$ cat config.mk
export PLATFORM = sky130hd
export DESIGN_NAME = msg_bit_feeder
export DESIGN_NICKNAME = d
export VERILOG_FILES = /design/src/rtl/msg_feeder_pkg.sv /design/src/rtl/msg_bit_buffer.sv /design/src/rtl/msg_bit_feeder.sv
export SDC_FILE = /design/constraint.sdc
export NUM_CORES = 1
export LEC_CHECK = 0
export BUFFER_PORTS_ARGS = -buffer_cell sky130_fd_sc_hd__buf_4
export CAP_MARGIN = 15
export CORE_UTILIZATION = 45
export DETAILED_ROUTE_END_ITERATION = 12
export PLACE_DENSITY = 0.69
export SYNTH_ARGS = -nofsm -noshare
export SYNTH_HDL_FRONTEND = slang
export SYNTH_SLANG_ARGS = --single-unit
$ cat constraint.sdc
create_clock -name in_clk -period 11.1 [get_ports in_clk]
set_input_delay 2.22 -clock in_clk [delete_from_list [all_inputs] [get_ports in_clk]]
set_output_delay 2.22 -clock in_clk [all_outputs]
set_load 0.02 [all_outputs]
$ cat src/rtl/msg_feeder_pkg.sv
`default_nettype none
// msg_feeder_pkg: state encoding, byte width and bitstream-length helper for msg_bit_feeder.
package msg_feeder_pkg;

  localparam int BYTE_W = 8;

  typedef enum logic [1:0] {
    ST_IDLE = 2'd0,
    ST_HDR  = 2'd1,
    ST_RUN  = 2'd2,
    ST_DONE = 2'd3
  } state_t;

  // Number of bits in the serial stream: payload plus optional length header.
  function automatic logic [63:0] total_bits(input logic [63:0] len_bytes,
                                             input int          len_w,
                                             input bit          hdr_en);
    logic [63:0] hdr_bits;
    hdr_bits = hdr_en ? 64'(len_w) : 64'd0;
    return (len_bytes * 64'(BYTE_W)) + hdr_bits;
  endfunction

endpackage
`default_nettype wire

$ cat src/rtl/msg_bit_buffer.sv
`default_nettype none
// msg_bit_buffer: bit FIFO with occupancy; bit 0 is the oldest bit. Pushes are
// MSB-first from a right-aligned field, pops take up to POP_W bits with zero fill.
module msg_bit_buffer #(
  parameter int DEPTH  = 9,
  parameter int PUSH_W = 8,
  parameter int POP_W  = 1,
  localparam int CW    = $clog2(DEPTH + 1),
  localparam int PLW   = $clog2(PUSH_W + 1)
) (
  input  logic              clk,
  input  logic              rst_n,
  input  logic              clr,
  input  logic              push,
  input  logic [PUSH_W-1:0] push_data,
  input  logic [PLW-1:0]    push_len,
  input  logic              pop,
  input  logic [CW-1:0]     pop_n,
  output logic [POP_W-1:0]  pop_data,
  output logic [CW-1:0]     count,
  output logic [CW-1:0]     count_nxt
);

  logic [DEPTH-1:0]  bits, bits_nxt, shifted, ins;
  logic [PUSH_W-1:0] rev, rev_sh;
  logic [CW-1:0]     cnt, base;
  logic [PLW-1:0]    shamt;

  always_comb begin
    // Reverse the field so its MSB lands at the lowest free position.
    for (int k = 0; k < PUSH_W; k++) rev[k] = push_data[PUSH_W-1-k];
    shamt   = PLW'(PUSH_W) - push_len;
    rev_sh  = rev >> shamt;
    ins     = {{(DEPTH-PUSH_W){1'b0}}, rev_sh};
    // Pop from the pre-push contents; the pushed bits follow what remains.
    shifted = pop ? (bits >> pop_n) : bits;
    base    = pop ? (cnt - pop_n) : cnt;
    bits_nxt  = shifted;
    count_nxt = base;
    if (push) begin
      bits_nxt  = shifted | (ins << base);
      count_nxt = base + CW'(push_len);
    end
    if (clr) begin
      bits_nxt  = '0;
      count_nxt = '0;
    end
  end

  always_comb begin
    for (int k = 0; k < POP_W; k++) pop_data[k] = (CW'(k) < pop_n) ? bits[k] : 1'b0;
  end

  always_ff @(posedge clk) begin
    if (!rst_n) begin
      bits <= '0;
      cnt  <= '0;
    end else begin
      bits <= bits_nxt;
      cnt  <= count_nxt;
    end
  end

  assign count = cnt;

endmodule
`default_nettype wire

$ cat src/rtl/msg_bit_feeder.sv
`default_nettype none
// msg_bit_feeder: serialises a byte-stream message into FRAME_SIZE-bit chunks, one per frame.
// Define MSG_HEADER_EN to prefix the stream with the LEN_W-bit byte count (MSB-first).
module msg_bit_feeder
  import msg_feeder_pkg::*;
#(
  parameter int FRAME_SIZE = 1,
  parameter int LEN_W      = 16
) (
  input  logic                  in_clk,
  input  logic                  in_rst_n,
  input  logic                  in_start,
  input  logic [LEN_W-1:0]      in_msg_len,
  input  logic [7:0]            in_byte,
  input  logic                  in_byte_valid,
  output logic                  out_byte_ready,
  input  logic                  in_frame_req,
  output logic [FRAME_SIZE-1:0] out_message,
  output logic                  out_enable,
  output logic                  out_busy,
  output logic                  out_done,
  output logic                  out_underrun
);

`ifdef MSG_HEADER_EN
  localparam bit HDR_EN = 1'b1;
  localparam int PUSH_W = LEN_W + BYTE_W;
`else
  localparam bit HDR_EN = 1'b0;
  localparam int PUSH_W = BYTE_W;
`endif
  localparam int DEPTH = FRAME_SIZE + PUSH_W;
  localparam int CW    = $clog2(DEPTH + 1);
  localparam int PLW   = $clog2(PUSH_W + 1);
  localparam int BL_W  = LEN_W + 4;

  state_t                state, state_d;
  logic [LEN_W-1:0]      len_q, len_d;
  logic [LEN_W-1:0]      bytes_acc, bytes_d;
  logic [BL_W-1:0]       bits_left, bits_left_d, total;
  logic [CW-1:0]         cnt, cnt_nxt, want;
  logic [FRAME_SIZE-1:0] pop_data;
  logic                  accept, start_ok, pop_ok, frame_live, underrun_evt, ready_d;
  logic                  push;
  logic [PUSH_W-1:0]     push_data;
  logic [PLW-1:0]        push_len;

  assign accept       = out_byte_ready && in_byte_valid;
  assign start_ok     = in_start && ((state == ST_IDLE) || (state == ST_DONE));
  assign total        = BL_W'(total_bits(64'(in_msg_len), LEN_W, HDR_EN));
  assign want         = (bits_left < BL_W'(FRAME_SIZE)) ? bits_left[CW-1:0] : CW'(FRAME_SIZE);
  assign pop_ok       = in_frame_req && (state == ST_RUN) && (cnt >= want);
  assign frame_live   = in_frame_req && (state != ST_IDLE);
  assign underrun_evt = in_frame_req && ((state == ST_RUN) || (state == ST_HDR)) && !pop_ok;

`ifdef MSG_HEADER_EN
  // The buffer is empty in HDR, so a byte accepted there rides behind the header.
  always_comb begin
    push      = accept;
    push_data = {{LEN_W{1'b0}}, in_byte};
    push_len  = PLW'(BYTE_W);
    if (state == ST_HDR) begin
      push      = 1'b1;
      push_data = accept ? {len_q, in_byte} : {{BYTE_W{1'b0}}, len_q};
      push_len  = accept ? PLW'(LEN_W + BYTE_W) : PLW'(LEN_W);
    end
  end
`else
  assign push      = accept;
  assign push_data = in_byte;
  assign push_len  = PLW'(BYTE_W);
`endif

  msg_bit_buffer #(
    .DEPTH  (DEPTH),
    .PUSH_W (PUSH_W),
    .POP_W  (FRAME_SIZE)
  ) u_buf (
    .clk       (in_clk),
    .rst_n     (in_rst_n),
    .clr       (start_ok),
    .push      (push),
    .push_data (push_data),
    .push_len  (push_len),
    .pop       (pop_ok),
    .pop_n     (want),
    .pop_data  (pop_data),
    .count     (cnt),
    .count_nxt (cnt_nxt)
  );

  always_ff @(posedge in_clk) begin
    if (!in_rst_n) state <= ST_IDLE;
    else           state <= state_d;
  end

  always_comb begin
    state_d = state;
    case (state)
      ST_IDLE, ST_DONE: begin
        if (in_start) begin
`ifdef MSG_HEADER_EN
          state_d = ST_HDR;
`else
          state_d = (in_msg_len == '0) ? ST_DONE : ST_RUN;
`endif
        end
      end
      ST_HDR:  state_d = ST_RUN;
      ST_RUN:  if (pop_ok && (bits_left == BL_W'(want))) state_d = ST_DONE;
      default: state_d = ST_IDLE;
    endcase
  end

  always_comb begin
    out_busy = (state == ST_HDR) || (state == ST_RUN);
    out_done = (state == ST_DONE);
  end

  always_comb begin
    len_d       = len_q;
    bytes_d     = bytes_acc;
    bits_left_d = bits_left;
    if (start_ok) begin
      len_d       = in_msg_len;
      bytes_d     = '0;
      bits_left_d = total;
    end else begin
      if (accept) bytes_d     = bytes_acc + LEN_W'(1);
      if (pop_ok) bits_left_d = bits_left - BL_W'(want);
    end
    // Ready is registered, so it is judged against next-cycle occupancy.
    ready_d = ((state_d == ST_HDR) || (state_d == ST_RUN)) &&
              (cnt_nxt <= CW'(FRAME_SIZE)) && (bytes_d < len_d);
  end

  always_ff @(posedge in_clk) begin
    if (!in_rst_n) begin
      len_q          <= '0;
      bytes_acc      <= '0;
      bits_left      <= '0;
      out_byte_ready <= 1'b0;
      out_message    <= '0;
      out_enable     <= 1'b0;
      out_underrun   <= 1'b0;
    end else begin
      len_q          <= len_d;
      bytes_acc      <= bytes_d;
      bits_left      <= bits_left_d;
      out_byte_ready <= ready_d;
      out_enable     <= frame_live;
      if (frame_live) out_message <= pop_ok ? pop_data : '0;
      if (start_ok)          out_underrun <= 1'b0;
      else if (underrun_evt) out_underrun <= 1'b1;
    end
  end

endmodule
`default_nettype wire

==> summary.md, run 1 <==
| Metric | Value |
|---|---|
| Total core area | `8890 µm²` |
| Initial Utilization | `47.4%` |
| Final Hold Viols | `0` |
| Routability congestion estimate | `0.950` |
| Vias in the first global route | `3356` |
| Worst Setup SP | `bits_left[4]` |
| Slowest Stage Delay on Critical Path | `0.70 ns` |
| Crit. End Element | `flop` |
| Mux cell area share after synthesis | `11.2%` |
| FP Rows | `34` |
| Hold Path Class | `reg2reg` |
| Reg-to-Reg Start | `bits_left[4]` |
| Area after DPL | `4510 µm²` |
| RSZ-0062 raised after global routing | `no` |
| Distinct cells, synth | `70` |
| Worst ir drop on vdd | `65.8 µV` |
| CTS root buf | `clkbuf_8` |
| Number of antenna diodes | `0` |
| Routed WL | `9.83 mm` |
| Asr flop ratio synth | `0%` |
| # setup viols final | `0` |
| Clock sinks | `71` |
| Final design utilization | `53.3%` |
| Power Dens Cells | `129 nW/µm²` |
| Maximum fanout along the worst path | `15` |
| Htree depth | `3` |
| DR iter-0 viols | `151` |
| Vias | `3523` |
| CTS tree | `built` |
| Buf/Inv on CP | `0` |
| Startpoint class of the critical path | `flop` |
| Initial antenna violation count | `0` |
| Die width | `98.7 µm` |
| CP max-delay cell | `or4_1` |
| Family with the most delay on the worst path | `simple AND/OR/NAND/NOR gates` |
| Sequential fraction of the synthesis area | `33.7%` |
| Clock Latency Late Sink | `0.36 ns` |
| Clock buffer count from CTS | `9` |
| Number of port buffers | `34` |
| DRC Markers | `0` |
| Synth Area in Compound Gates | `15.3%` |
| DP HPWL | `7.34 mm` |
| Xor/xnor cell area share of the yosys netlist | `6.45%` |
| Hold_buf cts | `0` |
| Top_reg_cell synth | `dfxtp_1` |
| Cells along the critical path | `or4_1 > nand4b_1 > nor2_1 > nand2_1 > ha_1 > a21oi_1 > o22a_1 > mux2i_1 > mux2_2 > o221a_2 > o211a_1` |
| I/O pins | `35` |
| Setup TNS | `0 ns` |
| Clock slew at reported path FFs | `0.08 ns` |
| GRT Util Overall | `21.2%` |
| Combinational power share | `16.3%` |
| Flop pwr share | `44.8%` |
| Nets | `566` |
| Total grt overflow | `0` |
| Die Height | `98.7 µm` |
| Synth warn | `0` |
| Fmax | `0.209 GHz` |
| Global-route wire length before repair | `16.3 mm` |
| Hold Startpoint | `bits_left[19]` |
| Fin area | `4740 µm²` |
| Max Cap Viol | `0` |
| Postcts setup bufs | `0` |
| DIE AREA | `9750 µm²` |
| Post-layout minimum cycle time | `4.78 ns` |
| Required @ worst endpoint | `11.34 ns` |
| Largest net degree at the start of global routing | `44` |
| Area Overhead vs Synth | `12.4%` |
| Fillers | `813` |
| CP Data Arrival Time | `5.02 ns` |
| Yosys reg bits | `71` |
| Status | `finished, final reports clean` |
| Switch Pwr | `0.175 mW` |
| Area occupied by multi-input gates | `2650 µm²` |
| Main combinational cell family by area after synthesis | `simple AND/OR/NAND/NOR gates` |
| Reg area | `1420 µm²` |
| Post-Synth Simple-Gate Area | `21.6%` |
| # resized after CTS | `0` |
| Final ANT Viol Nets | `0` |
| Post-Synth Adder-Cell Area | `7.90%` |
| Internal power | `0.436 mW` |
| Proportion of layout cells with a drive suffix above 1 | `15.1%` |
| Clock buffer depth | `2` |
| Slew margin rel. | `29.2%` |
| DR pass1 iterations | `4` |
| Mapped Area | `4210 µm²` |
| Switching Share | `28.7%` |
| Syn Inst Count | `486` |
| Number of enable flip-flop cells after synthesis | `0` |
| Leak | `1.95 nW` |
| Tot Pwr | `0.611 mW` |
| Syn Area/Cell | `8.67 µm²` |
| Vias per cell | `5.65` |
| Tcrit/Tclk final | `43.1%` |
| Setup CP Type | `reg2reg` |
| DR WL/cell | `15.8 µm` |
| Slew @ Worst Pin | `1.06 ns` |
| Max-slew violation count | `0` |
| Clk pwr share | `38.8%` |
| Clock skew | `0.00829 ns` |
per-stage QoR:
stage,std cells,worst slack (ns),hold slack (ns)
2_1_floorplan,489,6.30,0.412
3_3_place_gp,608,6.06,0.426
3_5_place_dp,608,6.00,0.434
4_1_cts,624,6.35,0.446
5_1_grt,624,6.06,0.480
6_report,624,6.32,0.452
cell families (layout without fill, tap and decap cells):
group,count (synthesis),after routing
xor gates and xnor gates,31,31
muxes,46,46
adders and majority gates,26,26
DFF,71,71
AOI/OAI and AO/OA,97,97
other,1,4
buffers and inverters,34,61
and+or+nand+nor,180,180
cell usage in the layout, fill, tap and decap left out, types with 4 or more instances in the layout:
master	instances
a21o_1	6
a21oi_1	37
and3_1	4
buf_4	35
clkbuf_8	9
conb_1	4
dfxtp_1	71
ha_1	25
inv_1	9
mux2_2	9
mux2i_1	36
nand2_1	26
nand3_1	9
nand4_1	7
nor2_1	70
nor3_1	25
nor4_1	6
o21ai_0	18
xnor2_1	16
xor2_1	15
power by group through the flow:
stage	logic, mW	registers [mW]	clock network, mW
floorplan	0.0700	0.279	0
global placement	0.0956	0.279	0
CTS	0.0991	0.274	0.241
detailed placement	0.0985	0.280	0
global route	0.109	0.275	0.252
finish	0.0997	0.274	0.237
synthesized netlist by cell type, types with 4 or more instances:
cell | number | area [µm²]
nor2b_1 | 4 | 25.0
ha_1 | 25 | 313
nand4_1 | 7 | 43.8
dfxtp_1 | 71 | 1420
nor2_1 | 70 | 263
mux2i_1 | 36 | 360
nor4_1 | 6 | 37.5
inv_1 | 9 | 33.8
and3_1 | 4 | 25.0
nand3_1 | 9 | 45.0
xor2_1 | 15 | 131
clkbuf_1 | 15 | 56.3
a21o_1 | 6 | 45.0
xnor2_1 | 16 | 140
o21ai_0 | 18 | 90.1
mux2_2 | 9 | 101
nor3_1 | 25 | 125
nand2_1 | 26 | 97.6
a21oi_1 | 37 | 185
sequential cells by signal, summed over array words and instances, names as in the netlist:
signal and flops:
bits_left 20, state 2, out_underrun 1, bytes_acc 16
u_buf.bits 9, out_message 1, out_enable 1, u_buf.count 4
len_q 16, out_byte_ready 1
path summary, 6_finish.rpt:
| path | endpoint | slack, ns | cells after the start |
|---|---|---|---|
| setup / recovery | u_buf.bits[5] | 6.32 | 11 |
| setup reg to reg | u_buf.bits[5] | 6.32 | 11 |
| hold / removal | bits_left[19] | 0.45 | 2 |
| hold reg to reg | bits_left[19] | 0.45 | 2 |
cell type report:
| cell class | count | share of cell area (%) |
|---|---|---|
| Multi-Input combinational cell | 384 | 56.0 |
| Sequential cell | 71 | 30.0 |
| Timing Repair Buffer | 35 | 5.55 |
| Tap cell | 108 | 2.85 |
| Clock buffer | 9 | 2.62 |
| Clock inverter | 7 | 2.17 |
| Inverter | 10 | 0.793 |
worst min-delay path, cell delays in order (launching register included):
cell	delay, ns
dfxtp_1	0.32
nand2_1	0.06
a31oi_1	0.04
routing by layer:
metal  share of wire, %  GRT usage, %  vias up
li1                   -             -     1797
met1                 48          27.5     1660
met2                 47          34.3       58
met3                3.7          4.04        8
met4                1.3          9.07        0
met5                  0             0        -
Note: power is estimated with default switching activity, not from simulation.
==> run 2: changes to the inputs <==
ABC_AREA = 1   (was default)
clock period = 4.6 ns   (was 11.1 ns; I/O delays follow)
==> run 2 against run 1 <==
Compared with the run above:
- register-to-register slack got worse by 4.8 ns
- sequential share of layout area fell by 1.7 points
- critical path depth rose by 8
- final cell count rose by 35%
- via count rose by 23%
- sequential power rose by 140%
- non-clock buffer count rose by 1
- count of clock-buffer cells in the layout rose by 2
- total power rose by 130%
- routed wire length rose by 14%
- first-iteration DRC count rose by 68%
- hold slack barely moved
- highest routed layer unchanged
==> summary.md, run 2 <==
| Metric | Value |
|---|---|
| Biggest register | `bits_left (unchanged)` |
| I/O pins | `35 (unchanged)` |
| FP Rows | `36 (was 34)` |
| Final WS setup | `1.49 ns (was 6.32 ns)` |
| Slew margin rel. | `44.0% (was 29.2%)` |
| GRT Util Overall | `22.8% (was 21.2%)` |
| Fillers | `1012 (was 813)` |
| Hold Path Class | `reg2reg (unchanged)` |
| Routability congestion estimate | `0.851 (was 0.950)` |
| Vias | `4317 (was 3523)` |
| Mapped Area | `4500 µm² (was 4210 µm²)` |
| Reg area | `1420 µm² (unchanged)` |
| Top_reg_cell synth | `dfxtp_1 (unchanged)` |
| Tcrit/Tclk final | `67.6%` |
| Die Height | `102 µm (was 98.7 µm)` |
| Vias in the first global route | `3931 (was 3356)` |
| CTS tree | `built (unchanged)` |
| Hold_buf cts | `0 (unchanged)` |
| Most common cell after layout, fill and taps aside | `nand2_1 (was dfxtp_1)` |
| Total grt overflow | `0 (unchanged)` |
| Asr flop ratio synth | `0% (unchanged)` |
| Required @ worst endpoint | `4.88 ns (was 11.34 ns)` |
| Slew @ Worst Pin | `0.840 ns (was 1.06 ns)` |
| Final design utilization | `51.7% (was 53.3%)` |
| Synth warn | `0 (unchanged)` |
| Clock Latency Late Sink | `0.35 ns (was 0.36 ns)` |
| Post-layout minimum cycle time | `3.11 ns` |
| Placed insts | `830 (was 608)` |
| DIE AREA | `10400 µm² (was 9750 µm²)` |
| Total core area | `9730 µm² (was 8890 µm²)` |
| DRC Markers | `0 (unchanged)` |
| Postcts setup bufs | `0 (unchanged)` |
| DR pass1 iterations | `4 (unchanged)` |
| Sequential fraction of the synthesis area | `31.6% (was 33.7%)` |
| Ranking of synthesized cells by area | `dfxtp_1 32%, nand2_1 13%, nor2_1 8.6% (was dfxtp_1 34%, mux2i_1 8.6%, ha_1 7.4%)` |
| Maximum fanout along the worst path | `6 (was 15)` |
| Syn Inst Count | `673 (was 486)` |
| Status | `finished, final reports clean (unchanged)` |
| Number of enable flip-flop cells after synthesis | `0 (unchanged)` |
| Startpoint class of the critical path | `primary input (was flop)` |
| Crit. End Element | `flop (unchanged)` |
| Setup TNS | `0 ns (unchanged)` |
| Clock buffer count from CTS | `9 (unchanged)` |
| Setup CP Type | `in2reg (was reg2reg)` |
| Vias per cell | `5.12 (was 5.65)` |
| Place WS | `1.16 ns (was 6.00 ns)` |
| Initial Utilization | `46.2% (was 47.4%)` |
| Clock skew | `0.0137 ns (was 0.00829 ns)` |
| Clock buffer depth | `2 (unchanged)` |
| Die width | `102 µm (was 98.7 µm)` |
| Routed WL | `11.2 mm (was 9.83 mm)` |
| DP HPWL | `8.48 mm (was 7.34 mm)` |
| Tot Pwr | `1.41 mW (was 0.611 mW)` |
| Global-route wire length before repair | `18.3 mm (was 16.3 mm)` |
| Yosys reg bits | `71 (unchanged)` |
| DR WL/cell | `13.3 µm (was 15.8 µm)` |
| RSZ-0062 raised after global routing | `no (unchanged)` |
| Top Registers | `bits_left: 20 flops, bytes_acc: 16 flops, len_q: 16 flops (unchanged)` |
| Count leader, synth | `nand2_1 (was dfxtp_1)` |
| Number of port buffers | `34 (unchanged)` |
| Biggest area consumer among synthesized cells | `dfxtp_1 (unchanged)` |
| Leak | `2.36 nW (was 1.95 nW)` |
| Clock sinks | `71 (unchanged)` |
| Max Cap Viol | `0 (unchanged)` |
| Top-area cell type share of the netlist area | `31.6% (was 33.7%)` |
| Syn Area/Cell | `6.68 µm² (was 8.67 µm²)` |
| # resized after CTS | `0 (unchanged)` |
| Number of antenna diodes | `0 (unchanged)` |
| Commonest cells in the netlist | `160 x nand2_1, 103 x nor2_1, 82 x inv_1, 71 x dfxtp_1, 47 x nand3_1 (was 71 x dfxtp_1, 70 x nor2_1, 37 x a21oi_1, 36 x mux2i_1, 26 x nand2_1)` |
| Worst Setup SP | `in_byte_valid (was bits_left[4])` |
| Reg-to-Reg Start | `bits_left[8] (was bits_left[4])` |
| Max reg flops | `20 (unchanged)` |
| DR iter-0 viols | `254 (was 151)` |
| Distinct cells, synth | `51 (was 70)` |
| Area Overhead vs Synth | `11.8% (was 12.4%)` |
| Final ANT Viol Nets | `0 (unchanged)` |
| Final Hold Viols | `0 (unchanged)` |
| CP Data Arrival Time | `3.39 ns (was 5.02 ns)` |
| Area occupied by multi-input gates | `2690 µm² (was 2650 µm²)` |
| Clock slew at reported path FFs | `0.08 ns (about the same)` |
| Initial antenna violation count | `0 (unchanged)` |
| Largest net degree at the start of global routing | `44 (unchanged)` |
| Proportion of layout cells with a drive suffix above 1 | `12.4% (was 15.1%)` |
| Worst ir drop on vdd | `183 µV (was 65.8 µV)` |
| # setup viols final | `0 (unchanged)` |
| Nets | `763 (was 566)` |
| Fmax | `0.321 GHz` |
| Htree depth | `3 (unchanged)` |
| Final Non-Filler Cells | `843 (was 624)` |
| Commonest cells after routing, fill and taps aside | `160 x nand2_1, 103 x nor2_1, 82 x inv_1, 71 x dfxtp_1, 47 x nand3_1 (was 71 x dfxtp_1, 70 x nor2_1, 37 x a21oi_1, 36 x mux2i_1, 35 x buf_4)` |
| CTS root buf | `clkbuf_8 (unchanged)` |
| Power Dens Cells | `281 nW/µm² (was 129 nW/µm²)` |
| Hold Startpoint | `bits_left[19] (unchanged)` |
| Max-slew violation count | `0 (unchanged)` |
-- run 2: cell count changes in the layout (fill, tap and decap cells not counted), moves of 4 or more --
cell,change
nand2_2,+9
xor2_1,-11
a31oi_1,+9
nand2_1,+134
a21oi_1,-10
xnor2_1,-12
nor2_1,+33
a21o_1,-4
inv_1,+73
mux2i_1,-35
o21ai_0,+5
mux2_2,-9
nand3_1,+38
nor2_4,+4
-- run 2: stage by stage --
step | hold slack, ns | area (µm²)
5_1_grt | 0.479 | 5030
6_report | 0.452 | 5030
3_3_place_gp | 0.437 | 4880
4_1_cts | 0.451 | 5030
2_1_floorplan | 0.423 | 4510
3_5_place_dp | 0.440 | 4880
-- run 2: kinds of logic (layout without fill, tap and decap cells) --
logic type,after synthesis,count (layout),synth area share (%)
adder cells (fa/ha/maj),26,26,7.40
other,1,4,0.0834
AO/OA/AOI/OAI,84,84,11.3
multiplexers,1,1,0.223
flip-flops,71,71,31.6
buffers and inverters,102,136,8.85
AND/OR/NAND/NOR,380,380,39.0
XOR/XNOR,8,8,1.56
-- run 2: layout make-up --
cell class	instances	share of cell area, %
flip-flops and latches	71	28.3
multi-input cells	503	53.5
repair buffers	36	5.38
clock buffers	11	2.81
clock inverters	2	0.199
inverters	87	6.52
well taps	133	3.31
-- run 2: worst max-delay path, stage by stage --
cell and delay, ns:
buf_4 0.08, nand2_2 0.07, clkinv_2 0.10, nand2_1 0.10
inv_1 0.08, nand3_1 0.08, nor2_1 0.18, nand2_1 0.12
nor3_2 0.19, nand3_1 0.12, xor2_1 0.18, nor2_1 0.08
ha_1 0.31, a211oi_1 0.22, o21ai_0 0.14, a21oi_1 0.14
o21a_1 0.13, nand2_1 0.04, nor3_1 0.11
-- run 2: per-layer routing --
layer | vias up | GRT usage (%) | part of all wire, %
met5 | - | 0 | 0
met4 | 0 | 7.25 | 2.0
met3 | 18 | 4.17 | 5.4
met2 | 112 | 36.9 | 45
met1 | 1940 | 30.6 | 47
li1 | 2247 | - | -
-- run 2: final timing paths --
check	to	slack, ns	cells after the start
setup / recovery	out_byte_ready	1.49	19
hold / removal	bits_left[19]	0.45	2
setup reg to reg	u_buf.bits[7]	1.52	20
hold reg to reg	bits_left[19]	0.45	2
-- run 2: report_power, final --
part / leakage (nW) / total, mW / switching, mW / internal, mW
clock network: 0.0809 / 0.428 / 0.228 / 0.200
logic: 1.70 / 0.327 / 0.212 / 0.115
registers: 0.578 / 0.658 / 0.0180 / 0.640
total: 2.36 / 1.41 / 0.458 / 0.955
==> run 3: changes to the inputs <==
clock period = 3.1 ns   (was 4.6 ns; I/O delays follow)
==> run 3 against run 2 <==
Compared with the run above:
- critical path depth increased by 1
- clock skew decreased by 0.0062 ns
- routed wire length increased by 2.7%
- first-iteration DRC count decreased by 22%
- highest routed layer unchanged
==> summary.md, run 3 (same netlist as run 2, synthesis figures left out) <==
| Metric | Value |
|---|---|
| Status | `finished, final reports clean (unchanged)` |
| Top Registers | `bits_left: 20 flops, bytes_acc: 16 flops, len_q: 16 flops (unchanged)` |
| Global-route wire length before repair | `18.7 mm (was 18.3 mm)` |
| CP Data Arrival Time | `3.05 ns (was 3.39 ns)` |
| Number of antenna diodes | `0 (unchanged)` |
| Final Non-Filler Cells | `859 (was 843)` |
| GRT Util Overall | `23.3% (was 22.8%)` |
| Tcrit/Tclk final | `90.3%` |
| Post-layout minimum cycle time | `2.80 ns` |
| Die width | `102 µm (unchanged)` |
| Total grt overflow | `0 (unchanged)` |
| Crit. End Element | `flop (unchanged)` |
| Vias in the first global route | `4045 (was 3931)` |
| Buf/Inv on CP | `3 (unchanged)` |
| Clock Latency Late Sink | `0.35 ns (about the same)` |
| Number of port buffers | `34 (unchanged)` |
| Routability congestion estimate | `0.906 (was 0.851)` |
| Fillers | `986 (was 1012)` |
| Postcts setup bufs | `0 (unchanged)` |
| Fin area | `5230 µm² (was 5030 µm²)` |
| Fmax | `0.357 GHz` |
| Place WS | `0.0714 ns (was 1.16 ns)` |
| Vias per cell | `5.08 (was 5.12)` |
| Most common cell after layout, fill and taps aside | `nand2_1 (unchanged)` |
| Leak | `2.47 nW (was 2.36 nW)` |
| Clock sinks | `71 (unchanged)` |
| DR pass1 iterations | `5 (was 4)` |
| Worst ir drop on vdd | `207 µV (was 183 µV)` |
| Setup CP Type | `reg2reg (was in2reg)` |
| Final WS setup | `0.301 ns (was 1.49 ns)` |
| Initial Utilization | `46.2% (unchanged)` |
| FP Rows | `36 (unchanged)` |
| Die Height | `102 µm (unchanged)` |
| Required @ worst endpoint | `3.35 ns (was 4.88 ns)` |
| Routed WL | `11.5 mm (was 11.2 mm)` |
| Vias | `4365 (was 4317)` |
| Clock buffer depth | `2 (unchanged)` |
| DIE AREA | `10400 µm² (unchanged)` |
| RSZ-0062 raised after global routing | `no (unchanged)` |
| CTS tree | `built (unchanged)` |
| Commonest cells after routing, fill and taps aside | `160 x nand2_1, 102 x nor2_1, 82 x inv_1, 71 x dfxtp_1, 48 x buf_4 (was 160 x nand2_1, 103 x nor2_1, 82 x inv_1, 71 x dfxtp_1, 47 x nand3_1)` |
| Total core area | `9730 µm² (unchanged)` |
| Initial antenna violation count | `0 (unchanged)` |
| I/O pins | `35 (unchanged)` |
| CP most frequent cell | `nand2_1 (unchanged)` |
| Slowest Stage Delay on Critical Path | `0.35 ns (was 0.31 ns)` |
| DR iter-0 viols | `199 (was 254)` |
| Max reg flops | `20 (unchanged)` |
| # setup viols final | `0 (unchanged)` |
| Cells along the critical path | `nor2_1 > nand2_1 > nor2_2 > nand4_4 > ha_1 > inv_1 > fa_1 > inv_1 > nand2_1 > nand2_4 > nand2_8 > nand2_8 > nand2_8 > nand2_4 > o21ai_2 > nand2_1 > o211ai_1 > nand3b_1 > nand2_1 > inv_1 (was buf_4 > nand2_2 > clkinv_2 > nand2_1 > inv_1 > nand3_1 > nor2_1 > nand2_1 > nor3_2 > nand3_1 > xor2_1 > nor2_1 > ha_1 > a211oi_1 > o21ai_0 > a21oi_1 > o21a_1 > nand2_1 > nor3_1)` |
| Startpoint class of the critical path | `flop (was primary input)` |
| Area after DPL | `4990 µm² (was 4880 µm²)` |
| Power Dens Cells | `457 nW/µm² (was 281 nW/µm²)` |
| DR WL/cell | `13.4 µm (was 13.3 µm)` |
| Area Overhead vs Synth | `16.2% (was 11.8%)` |
| # resized after CTS | `0 (unchanged)` |
| Clock skew | `0.00749 ns (was 0.0137 ns)` |
| CP max-delay cell | `dfxtp_1 (was ha_1)` |
| Proportion of layout cells with a drive suffix above 1 | `14.5% (was 12.4%)` |
| Final ANT Viol Nets | `0 (unchanged)` |
| Max-slew violation count | `0 (unchanged)` |
| Nets | `776 (was 763)` |
| Family with the most delay on the worst path | `simple AND/OR/NAND/NOR gates (unchanged)` |
| Htree depth | `3 (unchanged)` |
| Tot Pwr | `2.39 mW (was 1.41 mW)` |
| DP HPWL | `8.84 mm (was 8.48 mm)` |
| Hold_buf cts | `0 (unchanged)` |
| Biggest register | `bits_left (unchanged)` |
| Maximum fanout along the worst path | `12 (was 6)` |
| CTS root buf | `clkbuf_8 (unchanged)` |
| Setup TNS | `0 ns (unchanged)` |
| Placed insts | `843 (was 830)` |
| Max Cap Viol | `0 (unchanged)` |
| Clock buffer count from CTS | `9 (unchanged)` |
| Final Hold Viols | `0 (unchanged)` |
| Hold Path Class | `reg2reg (unchanged)` |
| Clock slew at reported path FFs | `0.08 ns (about the same)` |
| Largest net degree at the start of global routing | `44 (unchanged)` |
| DRC Markers | `0 (unchanged)` |
-- run 3: path summary, 6_finish.rpt --
path / start / endpoint / slack (ns) / depth (start not counted)
hold / removal: bits_left[19] / bits_left[19] / 0.46 / 2
setup / recovery: bits_left[10] / u_buf.bits[7] / 0.30 / 20
hold reg to reg: bits_left[19] / bits_left[19] / 0.46 / 2
setup reg to reg: bits_left[10] / u_buf.bits[7] / 0.30 / 20
-- run 3: per-stage QoR --
step / utilization (%) / hold WS, ns
floorplan: - / 0.423
global placement: 51.2 / 0.441
detailed placement: 51.2 / 0.453
CTS: 53.7 / 0.465
global route: 53.7 / 0.489
finish: 53.7 / 0.460
-- run 3: power breakdown --
group	switching [mW]	internal [mW]	total (mW)
clock	0.367	0.534	0.901
sequential	0.0275	0.950	0.977
combinational	0.320	0.187	0.508
total	0.715	1.67	2.39
-- run 3: worst register-to-register path: cells and delay by family, from the launching register on --
| kind | cells | cell delay, ns |
|---|---|---|
| adders and majority gates | 2 | 0.41 |
| buffers and inverters | 3 | 0.17 |
| AOI/OAI and AO/OA | 2 | 0.30 |
| and+or+nand+nor | 13 | 1.49 |
| DFF | 1 | 0.35 |
-- run 3: metal layers --
layer / track usage [%] / up-vias / part of all wire [%]
met5: 0 / - / 0
met3: 4.17 / 29 / 4.5
met4: 9.01 / 0 / 2.6
met1: 29.4 / 1961 / 46
li1: - / 2266 / -
met2: 39.5 / 109 / 47
-- run 3: area by class of cell --
cell class                      count  area, µm²  area share, %
Multi-Input combinational cell    503       2690           51.5
Sequential cell                    71       1420           27.2
Timing Repair Buffer               49        380           7.28
Inverter                           87        328           6.27
Tap cell                          133        166           3.18
Clock buffer                       10        128           2.44
Clock inverter                      6        109           2.08
